--- config.mk ---
export PLATFORM = sky130hd
export DESIGN_NAME = trig_seq_ctrl_flat
export DESIGN_NICKNAME = d
export VERILOG_FILES = /design/src/rtl/trig_pkg.sv /design/src/rtl/trig_seq_ctrl_if.sv /design/src/rtl/trig_evt_fifo.sv /design/src/rtl/trig_seq_ctrl.sv /design/src/flat_wrapper.sv
export SDC_FILE = /design/constraint.sdc
export NUM_CORES = 1
export LEC_CHECK = 0
export ABC_AREA = 1
export BUFFER_PORTS_ARGS = -buffer_cell sky130_fd_sc_hd__buf_2
export CAP_MARGIN = 20
export CORE_MARGIN = 1
export CORE_UTILIZATION = 50
export DETAILED_ROUTE_END_ITERATION = 7
export PLACE_DENSITY = 0.72
export SLEW_MARGIN = 15
export SYNTH_ARGS = -nofsm -noshare
export SYNTH_HDL_FRONTEND = slang
export SYNTH_SLANG_ARGS = --single-unit
--- constraint.sdc ---
create_clock -name CLK -period 25.5 [get_ports CLK]
set_clock_uncertainty 0.05 [all_clocks]
set_input_delay 1.275 -clock CLK [delete_from_list [all_inputs] [get_ports CLK]]
set_output_delay 1.275 -clock CLK [all_outputs]
set_load 0.01 [all_outputs]
--- src/rtl/trig_pkg.sv ---
// Shared widths, defaults, FSM encoding and event record for the trigger sequencer.
// Latency: n/a (declarations only).
// Backpressure: n/a.
package trig_pkg;

    localparam int L1A_W       = 24;
    localparam int BX_W        = 12;
    localparam logic [BX_W-1:0] BX_MAX = BX_W'(3563);
    localparam int MATCH_WIN   = 4;
    localparam int RESYNC_HOLD = 16;
    localparam int QDEPTH      = 4;

    typedef enum logic [1:0] {
        IDLE       = 2'd0,
        WAIT_MATCH = 2'd1,
        HOLD       = 2'd2
    } state_t;

    typedef struct packed {
        logic [L1A_W-1:0] l1a;
        logic [BX_W-1:0]  bx;
        logic             match;
    } evt_t;

endpackage

--- src/rtl/trig_seq_ctrl_if.sv ---
// Event record valid/ready bus from the sequencer to the readout logic.
// Latency: n/a (wiring only).
// Backpressure: head is held while EVT_VALID & ~EVT_READY.
interface trig_seq_ctrl_if;
    import trig_pkg::*;

    logic             EVT_VALID;
    logic             EVT_READY;
    logic [L1A_W-1:0] EVT_L1A;
    logic [BX_W-1:0]  EVT_BX;
    logic             EVT_MATCH;

    modport master (output EVT_VALID, EVT_L1A, EVT_BX, EVT_MATCH, input EVT_READY);
    modport slave  (input EVT_VALID, EVT_L1A, EVT_BX, EVT_MATCH, output EVT_READY);

endinterface

--- src/rtl/trig_evt_fifo.sv ---
// Event queue: DEPTH records total, including the registered head stage.
// Latency: push to head_vld is 2 edges on an empty queue (write, then head load).
// Backpressure: push on a full queue is dropped (drop pulses) unless a pop coincides.
module trig_evt_fifo
    import trig_pkg::*;
#(
    parameter int DEPTH = QDEPTH
)
(
    input  logic clk,
    input  logic rst,
    input  logic flush,
    input  logic push,
    input  evt_t push_dat,
    output logic drop,
    output logic head_vld,
    output evt_t head_dat,
    input  logic head_rdy
);

    localparam int AW = $clog2(DEPTH);
    localparam logic [AW:0] DEPTH_C = (AW+1)'(DEPTH);

    evt_t        mem [DEPTH];
    logic [AW:0] wr_ptr;
    logic [AW:0] rd_ptr;
    logic [AW:0] occ;
    logic        pop;
    logic        accept;
    logic        load;
    logic        mem_empty;

    // occ counts every record held (storage plus head), so full covers the head stage too
    assign pop       = head_vld & head_rdy;
    assign mem_empty = (wr_ptr == rd_ptr);
    assign accept    = push & ((occ != DEPTH_C) | pop);
    assign drop      = push & ~accept;
    assign load      = ~mem_empty & (~head_vld | pop);

    // storage, pointers and the registered head; flush empties without touching contents
    always_ff @(posedge clk or posedge rst) begin
        if (rst) begin
            wr_ptr   <= '0;
            rd_ptr   <= '0;
            occ      <= '0;
            head_vld <= 1'b0;
            head_dat <= '0;
            for (int i = 0; i < DEPTH; i++) begin
                mem[i] <= '0;
            end
        end else if (flush) begin
            wr_ptr   <= '0;
            rd_ptr   <= '0;
            occ      <= '0;
            head_vld <= 1'b0;
        end else begin
            if (accept) begin
                mem[wr_ptr[AW-1:0]] <= push_dat;
                wr_ptr              <= wr_ptr + 1'b1;
            end
            if (load) begin
                head_dat <= mem[rd_ptr[AW-1:0]];
                rd_ptr   <= rd_ptr + 1'b1;
                head_vld <= 1'b1;
            end else if (pop) begin
                head_vld <= 1'b0;
            end
            occ <= occ + {{AW{1'b0}}, accept} - {{AW{1'b0}}, pop};
        end
    end

endmodule

--- src/rtl/trig_seq_ctrl.sv ---
// Trigger sequencer: syncs raw L1A/MATCH/RESYNC/BC0, keeps BX/L1A counters, queues L1A event records.
// Latency: raw L1A+MATCH sampled at edge 0 -> pulse after edge 2 -> push at edge 3 -> EVT_VALID after edge 4.
// Backpressure: EVT_READY low holds the head; a push into a full queue is dropped and counted in OVFL_CNT.
module trig_seq_ctrl
    import trig_pkg::*;
(
    input  logic             CLK,
    input  logic             RST,
    input  logic             SKW_RW_L1A,
    input  logic             SKW_RW_L1A_MATCH,
    input  logic             SKW_RW_RESYNC,
    input  logic             SKW_RW_BC0,
    trig_seq_ctrl_if.master  evt,
    output logic [L1A_W-1:0] L1A_CNT,
    output logic [BX_W-1:0]  BX_CNT,
    output logic             RESYNC_BUSY,
    output logic             BC0_ERR,
    output logic [7:0]       OVFL_CNT
);

    localparam int MCW = $clog2(MATCH_WIN + 1);
    localparam int HW  = $clog2(RESYNC_HOLD + 1);
    localparam logic [MCW-1:0] MATCH_WIN_C = MCW'(MATCH_WIN);
    localparam logic [HW-1:0]  HOLD_C      = HW'(RESYNC_HOLD);

    logic [3:0] raw;
    logic [3:0] sync1;
    logic [3:0] sync2;
    logic [3:0] sync3;
    logic [3:0] pulse;
    logic       l1a_p;
    logic       match_p;
    logic       resync_p;
    logic       bc0_p;

    state_t         state;
    state_t         state_nxt;
    evt_t           pend;
    evt_t           pend_nxt;
    evt_t           new_evt;
    evt_t           push_dat;
    logic [MCW-1:0] mcnt;
    logic [MCW-1:0] mcnt_nxt;
    logic [MCW-1:0] mcnt_inc;
    logic [HW-1:0]  hold_cnt;
    logic [HW-1:0]  hold_nxt;
    logic [HW-1:0]  hold_dec;
    logic           push;
    logic           flush;
    logic           cnt_inc;
    logic           drop;
    logic           fifo_vld;
    evt_t           fifo_dat;

    assign raw = {SKW_RW_BC0, SKW_RW_RESYNC, SKW_RW_L1A_MATCH, SKW_RW_L1A};
    assign {bc0_p, resync_p, match_p, l1a_p} = pulse;

    // two-flop synchroniser, one delay stage and a registered rising-edge pulse per input
    always_ff @(posedge CLK or posedge RST) begin
        if (RST) begin
            sync1 <= '0;
            sync2 <= '0;
            sync3 <= '0;
            pulse <= '0;
        end else begin
            sync1 <= raw;
            sync2 <= sync1;
            sync3 <= sync2;
            pulse <= sync2 & ~sync3;
        end
    end

    // record for an L1A seen this cycle; match flag is set when MATCH coincides
    assign new_evt.l1a   = L1A_CNT + 1'b1;
    assign new_evt.bx    = BX_CNT;
    assign new_evt.match = match_p;
    assign mcnt_inc      = mcnt + 1'b1;
    assign hold_dec      = hold_cnt - 1'b1;

    // FSM state and pending-record registers
    always_ff @(posedge CLK or posedge RST) begin
        if (RST) begin
            state    <= IDLE;
            pend     <= '0;
            mcnt     <= '0;
            hold_cnt <= '0;
        end else begin
            state    <= state_nxt;
            pend     <= pend_nxt;
            mcnt     <= mcnt_nxt;
            hold_cnt <= hold_nxt;
        end
    end

    // next state, push decision and pending update; resync overrides everything
    always_comb begin
        state_nxt = state;
        pend_nxt  = pend;
        mcnt_nxt  = mcnt;
        hold_nxt  = hold_cnt;
        push      = 1'b0;
        push_dat  = pend;
        flush     = 1'b0;
        cnt_inc   = 1'b0;
        if (resync_p) begin
            flush     = 1'b1;
            state_nxt = HOLD;
            hold_nxt  = HOLD_C;
        end else begin
            case (state)
                IDLE: begin
                    if (l1a_p) begin
                        cnt_inc = 1'b1;
                        if (match_p) begin
                            push     = 1'b1;
                            push_dat = new_evt;
                        end else begin
                            pend_nxt  = new_evt;
                            mcnt_nxt  = MCW'(1);
                            state_nxt = WAIT_MATCH;
                        end
                    end
                end
                WAIT_MATCH: begin
                    if (l1a_p) begin
                        // old record goes out as-is; a coincident MATCH belongs to the new L1A
                        cnt_inc  = 1'b1;
                        push     = 1'b1;
                        push_dat = pend;
                        pend_nxt = new_evt;
                        mcnt_nxt = MCW'(1);
                    end else if (pend.match | match_p) begin
                        push           = 1'b1;
                        push_dat.match = 1'b1;
                        state_nxt      = IDLE;
                    end else if (mcnt_inc >= MATCH_WIN_C) begin
                        push      = 1'b1;
                        state_nxt = IDLE;
                    end else begin
                        mcnt_nxt = mcnt_inc;
                    end
                end
                HOLD: begin
                    if (hold_dec == '0) begin
                        state_nxt = IDLE;
                    end else begin
                        hold_nxt = hold_dec;
                    end
                end
                default: state_nxt = IDLE;
            endcase
        end
    end

    // L1A counter: cleared by resync, advances even when the record is dropped
    always_ff @(posedge CLK or posedge RST) begin
        if (RST) begin
            L1A_CNT <= '0;
        end else if (resync_p) begin
            L1A_CNT <= '0;
        end else if (cnt_inc) begin
            L1A_CNT <= L1A_CNT + 1'b1;
        end
    end

    // BX counter: free-running with wrap at BX_MAX, zeroed by resync or BC0
    always_ff @(posedge CLK or posedge RST) begin
        if (RST) begin
            BX_CNT <= '0;
        end else if (resync_p || bc0_p || (BX_CNT == BX_MAX)) begin
            BX_CNT <= '0;
        end else begin
            BX_CNT <= BX_CNT + 1'b1;
        end
    end

    // saturating drop counter, untouched by resync
    always_ff @(posedge CLK or posedge RST) begin
        if (RST) begin
            OVFL_CNT <= '0;
        end else if (drop && (OVFL_CNT != 8'hFF)) begin
            OVFL_CNT <= OVFL_CNT + 1'b1;
        end
    end

    assign BC0_ERR     = bc0_p & (BX_CNT != BX_MAX);
    assign RESYNC_BUSY = (state == HOLD);

    trig_evt_fifo #(.DEPTH(QDEPTH)) u_fifo (
        .clk      (CLK),
        .rst      (RST),
        .flush    (flush),
        .push     (push),
        .push_dat (push_dat),
        .drop     (drop),
        .head_vld (fifo_vld),
        .head_dat (fifo_dat),
        .head_rdy (evt.EVT_READY)
    );

    assign evt.EVT_VALID = fifo_vld;
    assign evt.EVT_L1A   = fifo_dat.l1a;
    assign evt.EVT_BX    = fifo_dat.bx;
    assign evt.EVT_MATCH = fifo_dat.match;

endmodule

--- src/flat_wrapper.sv ---
// flat-port wrapper written by rule: the top's interface ports become plain ports
module trig_seq_ctrl_flat import trig_pkg::*;
  (CLK, RST, SKW_RW_L1A, SKW_RW_L1A_MATCH, SKW_RW_RESYNC, SKW_RW_BC0, L1A_CNT, BX_CNT, RESYNC_BUSY, BC0_ERR, OVFL_CNT, evt_EVT_VALID, evt_EVT_L1A, evt_EVT_BX, evt_EVT_MATCH, evt_EVT_READY);
  trig_seq_ctrl_if evt_i ();
  input  logic CLK;
  input  logic RST;
  input  logic SKW_RW_L1A;
  input  logic SKW_RW_L1A_MATCH;
  input  logic SKW_RW_RESYNC;
  input  logic SKW_RW_BC0;
  output logic [L1A_W-1:0] L1A_CNT;
  output logic [BX_W-1:0] BX_CNT;
  output logic RESYNC_BUSY;
  output logic BC0_ERR;
  output logic [7:0] OVFL_CNT;
  output wire logic [$bits(evt_i.EVT_VALID)-1:0] evt_EVT_VALID;
  output wire logic [$bits(evt_i.EVT_L1A)-1:0] evt_EVT_L1A;
  output wire logic [$bits(evt_i.EVT_BX)-1:0] evt_EVT_BX;
  output wire logic [$bits(evt_i.EVT_MATCH)-1:0] evt_EVT_MATCH;
  input wire logic [$bits(evt_i.EVT_READY)-1:0] evt_EVT_READY;
  assign evt_EVT_VALID = evt_i.EVT_VALID;
  assign evt_EVT_L1A = evt_i.EVT_L1A;
  assign evt_EVT_BX = evt_i.EVT_BX;
  assign evt_EVT_MATCH = evt_i.EVT_MATCH;
  assign evt_i.EVT_READY = evt_EVT_READY;
  trig_seq_ctrl u_core (.CLK(CLK), .RST(RST), .SKW_RW_L1A(SKW_RW_L1A), .SKW_RW_L1A_MATCH(SKW_RW_L1A_MATCH), .SKW_RW_RESYNC(SKW_RW_RESYNC), .SKW_RW_BC0(SKW_RW_BC0), .evt(evt_i), .L1A_CNT(L1A_CNT), .BX_CNT(BX_CNT), .RESYNC_BUSY(RESYNC_BUSY), .BC0_ERR(BC0_ERR), .OVFL_CNT(OVFL_CNT));
endmodule
==> Word level (Yosys, flattened, before mapping) <==
Cells that the tools add are included.
{ "totals": {"ff_bits": 302, "in_bits": 7, "output_inout_bits": 84, "word_cells": 154} }
{ "op_classes": {"n_addsub": 9, "magnitude_cmp": 4, "eq_ne": 18, "muxes": 55, "n_bitwise": 17, "n_reduce_logical": 19} }
{ "op_table": {"columns": ["cell", "count"], "rows": [
  ["$mux W37", 9],
  ["$bwmux W148", 1],
  ["$pmux W37 S2", 2],
  ["$bmux W37 S2", 1],
  ["$demux W37 S2", 1],
  ["$mux W24", 2],
  ["$mux W3", 10],
  ["$add A24 B1 Y24 const B", 1],
  ["$mux W1", 15],
  ["$mux W5", 3],
  ["$mux W2", 7],
  ["$add A12 B1 Y12 const B", 1],
  ["$eq A12 B12 Y1 const B", 1],
  ["$mux W12", 1],
  ["$ne A12 B12 Y1 const B", 1],
  ["$ne A3 B2 Y1 const B", 4],
  ["$reduce_and A5 Y1", 2],
  ["$reduce_bool A2 Y1", 5],
  ["$add A3 B1 Y3 const B", 3],
  ["$ge A3 B3 Y1 const B", 3],
  ["$add A8 B1 Y8 const B", 1],
  ["$ne A8 B8 Y1 const B", 1],
  ["$ne A2 B1 Y1 const B", 3],
  ["$ne A3 B1 Y1 const B", 2],
  ["27 further kinds", 42]
]} }

==> Depth between registers and ports, before layout <==
Gate-level depths: netlist (run 1).
{ "depth": {"ltp_word": 11, "mapped_depth": 12, "mapped_depth_nobuf": 12} }

==> Hierarchy <==
A second synthesis (run 1) with hierarchy kept.
{ "hier_totals": {"hier_cells": 2013, "hier_area_um2": 15240.9} }
{ "by_module_without_submodules": {"columns": ["module", "instances", "cells_per_inst", "area_each_um2", "seq_area_each_um2"], "rows": [
  ["trig_evt_fifo", 1, 1300, 9751.9, 4879.7],
  ["trig_seq_ctrl", 1, 713, 5489.0, 2677.6]
]} }

==> Worst setup path after synthesis (run 1) <==
No wires, ideal clock.
{ "synth_path": {"path_kind": "input to register", "start": "in evt_EVT_READY", "end": "reg u_core.u_fifo.occ[2]", "setup_time_ps": 121, "arrival_ps": 2737, "required_time_ps": 25329, "slack_ps": 22592, "cell_stages": 10, "n_path_buf": 0, "path_cell_list": "nand2_1 -> nand2_1 -> nand4_4 -> ha_1 -> inv_1 -> ha_1 -> inv_1 -> fa_1 -> xor2_1 -> nor2_1"} }
{ "synth_between": {"elab_chain_len": 6} }
{ "synth_lines": {"columns": ["item", "line", "rtl"], "rows": [
  ["start: declaration", "flat_wrapper.sv:20", "input wire logic [$bits(evt_i.EVT_READY)-1:0] evt_EVT_READY;"],
  ["$and A1 B1 Y1 *", "trig_evt_fifo.sv:34", "assign pop = head_vld & head_rdy;"],
  ["$or A1 B1 Y1", "trig_evt_fifo.sv:36", "assign accept = push & ((occ != DEPTH_C) | pop);"],
  ["$and A1 B1 Y1", "trig_evt_fifo.sv:36", null],
  ["$add A3 B1 Y3", "trig_evt_fifo.sv:68", "occ <= occ + {{AW{1'b0}}, accept} - {{AW{1'b0}}, pop};"],
  ["$sub A3 B1 Y3 *", "trig_evt_fifo.sv:68", null],
  ["$mux W3 *", "trig_evt_fifo.sv:51", "end else if (flush) begin"],
  ["end signal: assignment", "trig_evt_fifo.sv:68", null],
  ["end: declaration", "trig_evt_fifo.sv:27", "logic [AW:0] occ;"]
]} }
Every way passes the cells marked *; elsewhere a longest branch is shown, timed or not.
A chain may end at the register's enable or synchronous reset.

==> Final worst setup path (run 1) <==
{ "layout_path": {"start": "reg u_core.BX_CNT[0]", "end": "out BC0_ERR"} }
{ "layout_between": {"elab_chain_len": 2} }
{ "layout_lines": {"columns": ["item", "line", "rtl"], "rows": [
  ["start: declaration", "trig_seq_ctrl.sv:15", "output logic [BX_W-1:0] BX_CNT,"],
  ["start signal: assignment", "trig_seq_ctrl.sv:173", "BX_CNT <= BX_CNT + 1'b1;"],
  ["$ne A12 B12 Y1", "trig_seq_ctrl.sv:186", "assign BC0_ERR = bc0_p & (BX_CNT != BX_MAX);"],
  ["$and A1 B1 Y1", "trig_seq_ctrl.sv:186", null],
  ["end: declaration", "flat_wrapper.sv:14", "output logic BC0_ERR;"]
]} }
No other way between the ends.

==> impl_results.md, run 1 <==
* Run status: finished, final reports clean
* Overall track demand over capacity in global routing at a little under a quarter
* Wirelength per Cell at between 15 and 20 um
* Die area at 28600 um2
* Max Root-Sink Buffers at 3
* Cells along the critical path: ha_1, inv_1, nor4_1, nand4_1, nand2_1, inv_1, buf_2
* Port buffer count at 90
* Wire length of the first global-routing pass at approximately 55 mm
* Antenna fix cells at 0
* Number of non-filler instances in the completed layout at between 2000 and 2500
* Clock net sink count at 302
* Placed instance area at about 15000 um2
* Antenna violation net count after detailed routing at 0
* Clk slew on worst S/H paths at 0.06 ns
* Crit path setup slack, layout at approximately 22 ns
* Share of post-route cells with drive strength above 1 at 10.1%
* Syn_nets at about 1700
* Register-to-register path setup slack at around 23 ns
* Commonest non-fill, non-tap cell in the layout: nand2_1
* Critical Path RT at 24.18 ns
* Highest ir drop seen on vdd at around 0.058 mV
* Width of the chip at 169 um
* Total power after layout at between 1 and 1.5 mW
* Number of DRC markers after the initial detailed-route iteration at between 1000 and 1500
* Sum of negative setup slack at 0 ns
* CP Capture Type: output port
* Num ports at between 90 and 100
* Worst hold slack at a little under 0.3 ns
* Startpoint of the lowest-slack register-to-register path: u_core.pulse[2]$_DFF_PP0_
* Fraction of synthesis flops using an asynchronous set or reset pin at 100%
* Post-cts hold buffer count at 0
* Post-synthesis cell area at roughly 14000 um2
* Routed vias/inst at 5.35
* Capturing element of the worst setup path: BC0_ERR
* Leak pwr at between 7 and 8 nW
* Remaining global-route overflow at 0
* Cell type with the highest occurrence count on the critical path: inv_1
* Number of setup violations in the final report at 0
* Proportion of synthesized chip area in sequential cells at between 50% and 60%
* Relative slew slack at 31.3%
* Number of pins with negative max-slew slack in the final report at 0
* Starting utilization of the core area at 51.5%
* Final net count at 1768
* Class of the tightest hold or removal check: reg -> reg
* P&R area growth vs syn at 11.2%
* Routed wire length at around 33 mm
* Number of vias after detailed routing at around 11000
* Minimum setup slack after placement at about 22 ns
* Worst setup path startpoint: u_core.BX_CNT[0]$_DFF_PP0_
* Post-CTS setup-driven buffer insertion count at 0
* Unrepaired setup endpoints after global routing: no
* # Max-Cap Violations at 0
* Via count of the first global-routing pass at 10600
* Final instance area at 15600 um2
* Destination of the worst register-to-register timing path: u_core.u_fifo.head_dat[7]$_DFFE_PP0P_
* Number of remaining DRC errors at 0
* Max H-tree Level at 1
* Clock tree root driver cell: clkbuf_16
* Util after Layout at a little under three fifths
* Yosys warning count at 0
* First drt pass iteration count at 5
* Count of endpoints failing hold in the final timing report at 0
* Post-route minimum period at approximately 3.2 ns
* Cells after synthesis at between 1500 and 2000
* TritonCTS clock tree: done
* Num CTS Buffers at 31
* CP Launch Type: register
* Data arrival, critical path at around 1.9 ns
* Final GP Congestion at between 0.8 and 0.9
* Worst-Skew Late Latency at roughly 0.57 ns
* Largest net degree at the start of global routing at 155
* Worst reg-to-reg path cell count at 5
* Yosys reg bits at approximately 300
* Count of unique library cells instantiated by Yosys at 36
* Antenna violations before repair at 0
* Commonest cells after routing, fill and taps aside: nand2_1 (566), dfrtp_1 (300), o21ai_0 (188)
* Achievable frequency at ~310 MHz
* Area of the core at between 20000 and 30000 um2
* Slowest Stage Delay on Critical Path at 0.45 ns
* Critical path class: reg -> out
* Post-detailed-placement half-perimeter wirelength at 20.4 mm
* Predominant post-synthesis flop cell: dfrtp_1
* Highest fanout seen on the critical path at 6
* Areal power density over the cells at between 80 and 90 nW/um2
* Mean area per synthesized cell at 8.21 um2
* Placed Instances at about 2100
* Number of flops mapped to enable cells by yosys at 0
* Die height at roughly 170 um
* Post-route fraction of the period consumed by the critical path at 12.7%
* Std-Cell Rows at 60
* Worst Max-Slew Pin Slew at just over 1 ns
* Number of gates resized after CTS at 0
* Slowest-stage cell, CP: dfrtp_1
[flip-flops by register name, indices dropped and copies added, names as in the netlist, 3 cells and up]
register,cells
u_core.u_fifo.mem,148
u_core.pend,37
u_core.u_fifo.head_dat,37
u_core.L1A_CNT,24
u_core.BX_CNT,12
u_core.OVFL_CNT,8
u_core.hold_cnt,5
u_core.pulse,4
u_core.sync1,4
u_core.sync2,4
u_core.sync3,4
u_core.mcnt,3
u_core.u_fifo.occ,3
u_core.u_fifo.rd_ptr,3
u_core.u_fifo.wr_ptr,3
[how the worst min path moves through the flow]
| stage | start | to | depth (start not counted) |
|---|---|---|---|
| floorplan | u_core.sync1[0]$_DFF_PP0_ | u_core.sync2[0]$_DFF_PP0_ | 0 |
| global placement | u_core.sync1[3]$_DFF_PP0_ | u_core.sync2[3]$_DFF_PP0_ | 0 |
| detailed placement | u_core.sync1[3]$_DFF_PP0_ | u_core.sync2[3]$_DFF_PP0_ | 0 |
| CTS | u_core.sync1[1]$_DFF_PP0_ | u_core.sync2[1]$_DFF_PP0_ | 0 |
| global route | u_core.sync1[1]$_DFF_PP0_ | u_core.sync2[1]$_DFF_PP0_ | 0 |
| finish | u_core.sync1[0]$_DFF_PP0_ | u_core.sync2[0]$_DFF_PP0_ | 0 |
[critical path: cells and delay by family, from the launching register on]
family	cells	cell delay (ns)
AND/OR/NAND/NOR	3	0.43
buffers and inverters	3	0.24
flip-flops	1	0.45
adder cells (fa/ha/maj)	1	0.23
[report_power, final]
group | leakage, nW | internal (mW) | switching (mW)
registers | 3.84 | 0.540 | 0.0369
logic | 3.52 | 0.119 | 0.236
clock network | 0.484 | 0.254 | 0.184
[cells in the mapped netlist, types with 2 or more instances]
master | count | area share, %
a21oi_1 | 49 | 1.8
and2_1 | 3 | 0.13
buf_1 | 2 | 0.054
buf_2 | 34 | 1.2
buf_4 | 14 | 0.75
buf_6 | 7 | 0.56
clkbuf_1 | 35 | 0.94
clkinv_1 | 3 | 0.081
dfrtp_1 | 302 | 54
ha_1 | 13 | 1.2
inv_1 | 146 | 3.9
inv_2 | 5 | 0.13
nand2_1 | 566 | 15
nand3_1 | 98 | 3.5
nand3_2 | 2 | 0.14
nand4_1 | 11 | 0.49
nor2_1 | 95 | 2.5
nor2_4 | 5 | 0.40
nor3_1 | 10 | 0.36
o21a_1 | 22 | 1.2
o21ai_0 | 188 | 6.7
o21ai_1 | 20 | 0.72
o22ai_1 | 28 | 1.3
or2_2 | 10 | 0.45
xnor2_1 | 5 | 0.31
xor2_1 | 20 | 1.3
[layer usage]
| layer | part of all wire, % | up-vias | GRT usage, % |
|---|---|---|---|
| li1 | - | 5518 | - |
| met1 | 47 | 5537 | 35.7 |
| met2 | 44 | 369 | 36.8 |
| met3 | 7.3 | 50 | 3.06 |
| met4 | 1.7 | 0 | 5.99 |
| met5 | 0 | - | 0 |
[area by class of cell]
cell class                 count  area (um2)
timing repair buffer         103         601
fill                        2523       11600
clock inverter                 7        60.1
multi-input combinational   1155        5360
inverter                     154         586
clock buffer                  50         917
tap                          372         465
sequential                   302        7560
[cell families (layout without fill, tap and decap cells)]
kind of cell | after synthesis | after routing | share of synthesized area [%]
AND/OR/NAND/NOR | 805 | 805 | 23.6
AO/OA/AOI/OAI | 310 | 310 | 11.8
flip-flops | 302 | 302 | 54.0
buffers and inverters | 246 | 314 | 7.66
XOR/XNOR | 25 | 25 | 1.57
adder cells (fa/ha/maj) | 14 | 14 | 1.31
multiplexers | 1 | 1 | 0.0716
Power figures use the tool's default switching activity.
==> run 2: changes to the inputs <==
--- a/config.mk
+++ b/config.mk
@@ -5,7 +5,7 @@
 export SDC_FILE = /design/constraint.sdc
 export NUM_CORES = 1
 export LEC_CHECK = 0
-export ABC_AREA = 1
+export ABC_AREA = 0
 export BUFFER_PORTS_ARGS = -buffer_cell sky130_fd_sc_hd__buf_2
 export CAP_MARGIN = 20
 export CORE_MARGIN = 1
==> constraint.sdc (replaced) <==
create_clock -name CLK -period 3.1 [get_ports CLK]
set_clock_uncertainty 0.05 [all_clocks]
set_input_delay 0.155 -clock CLK [delete_from_list [all_inputs] [get_ports CLK]]
set_output_delay 0.155 -clock CLK [all_outputs]
set_load 0.01 [all_outputs]
==> run 2 against run 1 <==
Worst hold slack lost 0.077 ns. Register-to-register slack lost 22 ns. Sequential power grew to 7.4 times the previous value. Via count shrank 22%. Die area shrank 2.9%. Non-clock buffer count grew 24. Wire length shrank 13%. Total power grew to 7.2 times the previous value. Clock power grew to 9.4 times the previous value. Critical path type is now reg -> reg. Highest routed layer unchanged.
==> impl_results.md, run 2 <==
* Run status: finished, final reports clean
* Largest net degree at the start of global routing at 69 (-55%)
* Number of pins with negative max-slew slack in the final report at 0 (unchanged)
* Number of setup violations in the final report at 0 (unchanged)
* Post-route minimum period at between 2 and 3 ns
* Final GP Congestion at 0.820 (-3.4%)
* Destination of the worst register-to-register timing path: u_core.u_fifo.mem[74]$_DFFE_PP0P_
* Synthesized-area fraction occupied by and/or/nand/nor cells at 11.2% (-12 points)
* Port buffer count at 90 (unchanged)
* Class of the tightest hold or removal check: in -> async
* Yosys reg bits at 302 (unchanged)
* Leading cell type by number of instances after synthesis: dfrtp_1
* First drt pass iteration count at 5 (unchanged)
* Post-route fraction of the period consumed by the critical path at between 80% and 90%
* Minimum setup slack after placement at 0.435 ns (-21.64 ns)
* Starting utilization of the core area at 51.5% (about the same)
* Metal3 WL at 1.51 mm (-38%)
* Remaining global-route overflow at 0 (unchanged)
* Post-detailed-placement half-perimeter wirelength at 18.4 mm (-10%)
* Top post-synthesis cells by area: dfrtp_1 (56%), mux2_2 (9.5%), mux4_2 (6.1%)
* Area share of the leading cell type in the synthesized netlist at 55.7% (+1.6 points)
* Worst Max-Slew Pin Slew at 0.837 ns (-0.189 ns)
* # Max-Cap Violations at 0 (unchanged)
* Met2 wire len at 13.7 mm (-6.7%)
* Data arrival, critical path at 2.97 ns (+1.07 ns)
* Compound-gate portion of the synthesized area at 6.60% (-5.2 points)
* P&R area growth vs syn at 15.6%
* Clock net sink count at 302 (unchanged)
* Num CTS Buffers at 34 (+9.7%)
* Routed vias/inst at 5.63 (+5.1%)
* Wire length of the first global-routing pass at 48.8 mm (-12%)
* Worst setup path startpoint: u_core.mcnt[0]$_DFFE_PP0P_
* Std-Cell Rows at 59 (-1.7%)
* Multiplexer fraction of the synthesized cell area at 17.3% (+17 points)
* TritonCTS clock tree: done
* Achievable frequency at 375 MHz
* Share of post-route cells with drive strength above 1 at 28.4% (+18 points)
* Number of remaining DRC errors at 0 (unchanged)
* Uppermost layer routed: met4
* Width of the chip at 167 um (-1.5%)
* Post-synthesis cell area at 13600 um2 (-3.0%)
* Die area at 27800 um2 (-2.9%)
* Wirelength per Cell at 18.3 um (+17%)
* Largest family of logic cells by synthesized area: multiplexers
* Yosys warning count at 0 (unchanged)
* Die height at 167 um (-1.5%)
* Max H-tree Level at 2 (+1)
* Count of endpoints failing hold in the final timing report at 0 (unchanged)
* Cell taking the most area after synthesis: dfrtp_1
* Syn_nets at 1163 (-33%)
* Antenna violation net count after detailed routing at 0 (unchanged)
* Critical Path RT at 3.40 ns (-20.78 ns)
* Clock tree root driver cell: clkbuf_16
* Number of flops mapped to enable cells by yosys at 0 (unchanged)
* Predominant post-synthesis flop cell: dfrtp_1
* Count of unique library cells instantiated by Yosys at 55 (+53%)
* Via count of the first global-routing pass at 9197 (-14%)
* Final net count at 1242 (-30%)
* Number of DRC markers after the initial detailed-route iteration at 649 (-41%)
* Fraction of synthesis flops using an asynchronous set or reset pin at 100% (unchanged)
* Commonest cells in the netlist: dfrtp_1 (302), nand2_1 (127), mux2_2 (115)
* Overall track demand over capacity in global routing at 22.0% (-1.8 points)
* Num ports at 91 (unchanged)
* Most flops, register: u_core.u_fifo.mem
* Crit path setup slack, layout at 0.435 ns (-21.83 ns)
* Proportion of synthesized chip area in sequential cells at 55.7% (+1.6 points)
* Critical path class: reg -> reg
* Number of vias after detailed routing at 8900 (-22%)
* Relative slew slack at 44.2% (+13 points)
* Register-to-register path setup slack at 0.44 ns (-22.20 ns)
* Clk slew on worst S/H paths at 0.06 ns (about the same)
* Areal power density over the cells at 626 nW/um2 (+610%)
* Leak pwr at 7.42 nW (-5.4%)
* Unrepaired setup endpoints after global routing: no
* Worst-Skew Late Latency at 0.51 ns (-0.06 ns)
* Antenna fix cells at 0 (unchanged)
* Highest fanout seen on the critical path at 27 (+21)
* Worst hold slack at 0.219 ns (-0.0766 ns)
* Mean area per synthesized cell at 11.9 um2 (+45%)
* WL met1 at 13.3 mm (-16%)
* Commonest non-fill, non-tap cell in the layout: dfrtp_1
* Number of gates resized after CTS at 0 (unchanged)
* CP Launch Type: register
* Highest ir drop seen on vdd at 0.405 mV (+600%)
* Max reg flops at 148 (unchanged)
* Area of the core at 26400 um2 (-3.0%)
* Startpoint of the lowest-slack register-to-register path: u_core.mcnt[0]$_DFFE_PP0P_
* Max Root-Sink Buffers at 3 (unchanged)
* Post-synthesis xor/xnor area fraction at 4.45% (+2.9 points)
* Worst reg-to-reg path cell count at 7 (+2)
* Commonest cells after routing, fill and taps aside: dfrtp_1 (300), nand2_1 (126), mux2_2 (115)
* Cells after synthesis at 1142 (-33%)
* CP Capture Type: register
* Top Registers: u_core.u_fifo.mem: 148 flops, u_core.pend: 37 flops, u_core.u_fifo.head_dat: 37 flops
* Fraction of the mapped netlist area in adder cells at 1.35% (+0.040 points)
* Routed wire length at 29.0 mm (-13%)
* Antenna violations before repair at 0 (unchanged)
-- run 2: stage by stage --
step | instance area, um2 | TNS, ns | instances | utilization [%] | power [mW]
6_report | 15700 | 0 | 1582 | 59.5 | 9.83
5_1_grt | 15700 | 0 | 1582 | 59.5 | 10.3
4_1_cts | 15700 | 0 | 1582 | 59.5 | 9.95
3_5_place_dp | 14400 | 0 | 1514 | 54.8 | 5.78
3_3_place_gp | 14400 | 0 | 1514 | 54.8 | 5.74
2_1_floorplan | 13600 | -338.25 | 1142 | - | 5.38
-- run 2: report_power, final --
part	internal [mW]	switching, mW	leakage (nW)
Clock	2.58	1.55	0.594
Combinational	0.611	0.803	2.70
Sequential	4.13	0.152	4.12
Total	7.32	2.51	7.42
-- run 2: layout make-up --
| type | instances | area (um2) |
|---|---|---|
| clock buffers | 52 | 1080 |
| clock inverters | 10 | 104 |
| fillers | 2076 | 10700 |
| inverters | 19 | 75.1 |
| multi-input cells | 737 | 5590 |
| flip-flops and latches | 302 | 7560 |
| well taps | 335 | 419 |
| repair buffers | 127 | 856 |
-- run 2: worst max path at each step --
| stage | end | slack, ns | depth (start not counted) |
|---|---|---|---|
| 2_1_floorplan | u_core.BX_CNT[0]$_DFF_PP0_ | -1.12 | 1 |
| 3_3_place_gp | u_core.u_fifo.mem[74]$_DFFE_PP0P_ | 0.47 | 7 |
| 3_5_place_dp | u_core.u_fifo.mem[74]$_DFFE_PP0P_ | 0.44 | 7 |
| 4_1_cts | u_core.u_fifo.mem[74]$_DFFE_PP0P_ | 0.42 | 7 |
| 5_1_grt | u_core.u_fifo.mem[78]$_DFFE_PP0P_ | 0.23 | 7 |
| 6_report | u_core.u_fifo.mem[74]$_DFFE_PP0P_ | 0.44 | 7 |
-- run 2: layer usage --
layer | GRT usage (%) | vias up
li1 | - | 4151
met1 | 30.4 | 4511
met2 | 35.5 | 196
met3 | 4.56 | 42
met4 | 5.84 | 0
met5 | 0 | -
-- run 2: cells by family (layout without fill, tap and decap cells) --
logic type                 count (synthesis)  count (layout)
AOI/OAI and AO/OA                        162             162
muxes                                    174             174
and+or+nand+nor                          318             318
buffers and inverters                    103             208
adders and majority gates                 14              14
xor gates and xnor gates                  69              69
DFF                                      302             302
-- run 2: worst max-delay path, cell delays in order (launching register included) --
cell and delay (ns):
dfrtp_1 0.39, ha_1 0.21, xnor2_1 0.15, a311oi_2 0.38
nand3_2 0.72, buf_4 0.46, nand2_1 0.08, o21ai_0 0.07
-- run 2: repair_timing --
| item | 4_1_cts | 5_1_grt |
|---|---|---|
| endpoints found under the hold margin | 21 | 0 |
| buffers inserted | 0 | 0 |
| hold buffers | 6 | 0 |
==> run 3: changes to the inputs <==
--- a/config.mk
+++ b/config.mk
@@ -12,6 +12,7 @@
 export CORE_UTILIZATION = 50
 export DETAILED_ROUTE_END_ITERATION = 7
 export PLACE_DENSITY = 0.72
+export REMOVE_ABC_BUFFERS = 1
 export SLEW_MARGIN = 15
 export SYNTH_ARGS = -nofsm -noshare
 export SYNTH_HDL_FRONTEND = slang
==> run 3 against run 2 <==
Wire length decreased by 0.69%. Worst setup slack got worse by 0.019 ns. Final cell count decreased by 0.57%. Critical endpoint is now u_core.u_fifo.occ[2]$_DFF_PP0_. First-iteration DRC count decreased by 11%. Worst hold slack got worse by 0.017 ns.
==> impl_results.md, run 3 (same netlist as run 2, synthesis figures left out) <==
* Run status: finished, final reports clean
* Overall track demand over capacity in global routing at 21.5% (-0.49 points)
* Highest ir drop seen on vdd at 0.414 mV (+2.2%)
* Max reg flops at 148 (unchanged)
* Critical path class: reg -> reg
* Number of remaining DRC errors at 0 (unchanged)
* Worst hold path startpoint: SKW_RW_BC0
* # Max-Cap Violations at 0 (unchanged)
* First drt pass iteration count at 5 (unchanged)
* Relative slew slack at 42.8% (-1.4 points)
* Placed Instances at 1513 (-0.066%)
* Num ports at 91 (unchanged)
* Num CTS Buffers at 31 (-8.8%)
* Util after Layout at 58.8% (-0.75 points)
* Routed vias/inst at 5.62 (-0.11%)
* Antenna fix cells at 0 (unchanged)
* Number of pins with negative max-slew slack in the final report at 0 (unchanged)
* Sequential cell area in the final layout at 7560 um2 (unchanged)
* Number of setup violations in the final report at 0 (unchanged)
* Number of fill cells in the layout at 2124 (+2.3%)
* Starting utilization of the core area at 51.5% (unchanged)
* Unrepaired setup endpoints after global routing: no
* Slowest-stage cell, CP: or4b_1
* Largest net degree at the start of global routing at 93 (+35%)
* Die height at 167 um (unchanged)
* Top Registers: u_core.u_fifo.mem: 148 flops, u_core.pend: 37 flops, u_core.u_fifo.head_dat: 37 flops
* Max Root-Sink Buffers at 3 (unchanged)
* Number of DRC markers after the initial detailed-route iteration at 575 (-11%)
* Class of the tightest hold or removal check: in -> reg
* Footprint of the multi-input gates at 5590 um2 (unchanged)
* P&R area growth vs syn at 14.1%
* CP Capture Type: register
* Total power after layout at 9.27 mW (-5.7%)
* Commonest cells after routing, fill and taps aside: dfrtp_1 (300), nand2_1 (126), mux2_2 (115)
* Final net count at 1238 (-0.32%)
* Wire length of the first global-routing pass at 48.3 mm (-0.98%)
* Antenna violations before repair at 0 (unchanged)
* Cells along the critical path: and2_1, or4b_1, nand2_1, ha_1, inv_1, ha_1, inv_1, fa_1, xnor2_1, nor2_1
* Final GP Congestion at 0.857 (+4.5%)
* Routed wire length at 28.8 mm (-0.69%)
* Largest delay contributor family on the critical path: simple AND/OR/NAND/NOR gates
* Critical Path RT at 3.47 ns (+0.07 ns)
* Std-Cell Rows at 59 (unchanged)
* Buf+Inv Stages, Crit Path at 2 (+1)
* Destination of the worst register-to-register timing path: u_core.u_fifo.occ[2]$_DFF_PP0_
* Remaining global-route overflow at 0 (unchanged)
* Leak pwr at 7.32 nW (-1.3%)
* WL met1 at 13.2 mm (-0.86%)
* Slowest Stage Delay on Critical Path at 0.65 ns (-0.07 ns)
* Share of post-route cells with drive strength above 1 at 27.6% (-0.76 points)
* Areal power density over the cells at 598 nW/um2 (-4.5%)
* Post-route fraction of the period consumed by the critical path at 86.6% (+0.63 points)
* Data arrival, critical path at 3.05 ns (+0.08 ns)
* Max H-tree Level at 1 (-1)
* Stages on the worst setup path at 10 (+3)
* Most flops, register: u_core.u_fifo.mem
* Register-to-register path setup slack at 0.42 ns (-0.02 ns)
* Width of the chip at 167 um (unchanged)
* Achievable frequency at 373 MHz (-0.73%)
* Antenna violation net count after detailed routing at 0 (unchanged)
* Highest fanout seen on the critical path at 7 (-74%)
* Post-detailed-placement half-perimeter wirelength at 18.7 mm (+1.7%)
* Die area at 27800 um2 (unchanged)
* Metal3 WL at 944 um (-37%)
* Clk slew on worst S/H paths at 0.06 ns (about the same)
* Worst Max-Slew Pin Slew at 0.858 ns (+0.0216 ns)
* Hold EP: u_core.sync1[3]$_DFF_PP0_
* Via count of the first global-routing pass at 9223 (+0.28%)
* Uppermost layer routed: met4
* Number of non-filler instances in the completed layout at 1573 (-0.57%)
* Met2 wire len at 14.0 mm (+2.3%)
* Clock tree root driver cell: clkbuf_16
* Commonest non-fill, non-tap cell in the layout: dfrtp_1
* TritonCTS clock tree: done
* Clock net sink count at 302 (unchanged)
* Wirelength per Cell at 18.3 um (-0.13%)
* Post-route minimum period at 2.68 ns (+0.0195 ns)
* Worst-Skew Late Latency at 0.55 ns (+0.04 ns)
* Worst hold slack at 0.201 ns (-0.0172 ns)
* Port buffer count at 90 (unchanged)
* Number of vias after detailed routing at 8840 (-0.67%)
* CP Launch Type: register
* Hold Path Depth at 2
* Startpoint of the lowest-slack register-to-register path: u_core.u_fifo.head_vld$_DFFE_PP0P_
* Area of the core at 26400 um2 (unchanged)
* Count of endpoints failing hold in the final timing report at 0 (unchanged)
* Worst reg-to-reg path cell count at 10 (+3)
-- run 3: cell types whose count changed in the layout (fill, tap and decap cells not counted) --
cell       change
bufinv_16      -1
buf_4          -2
buf_12         +1
inv_8          +1
clkinv_2       -2
clkinv_4       -1
clkbuf_8       -2
clkbuf_16      -6
clkbuf_1       +3
-- run 3: what timing repair did --
action / 4_1_cts / 5_1_grt
hold endpoints to repair: 93 / 0
buffers inserted: 0 / 0
hold buffers: 6 / 0
gates resized for setup: 0 / 0
endpoints found under the setup margin: 0 / 0
-- run 3: worst max path at each step --
stage                                             from                                  to  slack, ns
floorplan                                          RST          u_core.BX_CNT[0]$_DFF_PP0_      -5.45
detailed placement  u_core.u_fifo.head_vld$_DFFE_PP0P_      u_core.u_fifo.occ[2]$_DFF_PP0_       0.44
CTS                 u_core.u_fifo.head_vld$_DFFE_PP0P_      u_core.u_fifo.occ[2]$_DFF_PP0_       0.40
global placement    u_core.u_fifo.head_vld$_DFFE_PP0P_      u_core.u_fifo.occ[2]$_DFF_PP0_       0.51
finish              u_core.u_fifo.head_vld$_DFFE_PP0P_      u_core.u_fifo.occ[2]$_DFF_PP0_       0.42
global route             u_core.L1A_CNT[1]$_DFFE_PP0P_  u_core.u_fifo.mem[138]$_DFFE_PP0P_       0.26
-- run 3: layout make-up --
cell class	instances	area share, %
flip-flops and latches	302	48.8
multi-input cells	737	36.1
clock buffers	47	5.91
repair buffers	126	5.56
well taps	335	2.71
inverters	19	0.509
clock inverters	7	0.404
-- run 3: layer usage --
layer,up-vias,global-route usage [%]
met5,-,0
met4,0,5.31
met3,55,2.83
met2,183,36.3
met1,4473,29.6
li1,4129,-
-- run 3: power breakdown --
group | switching, mW | total, mW | internal (mW) | leakage, nW
sequential | 0.148 | 4.28 | 4.13 | 4.12
clock | 1.47 | 3.57 | 2.10 | 0.483
combinational | 0.810 | 1.42 | 0.609 | 2.71
-- run 3: metrics by stage --
stage                     setup WS, ns  instance area, um2   TNS, ns
after floorplan                  -5.45               13200  -1824.90
after global placement           0.509               14500         0
after detailed placement         0.441               14500         0
after CTS                        0.403               15500         0
after global routing             0.261               15500         0
final                            0.416               15500         0
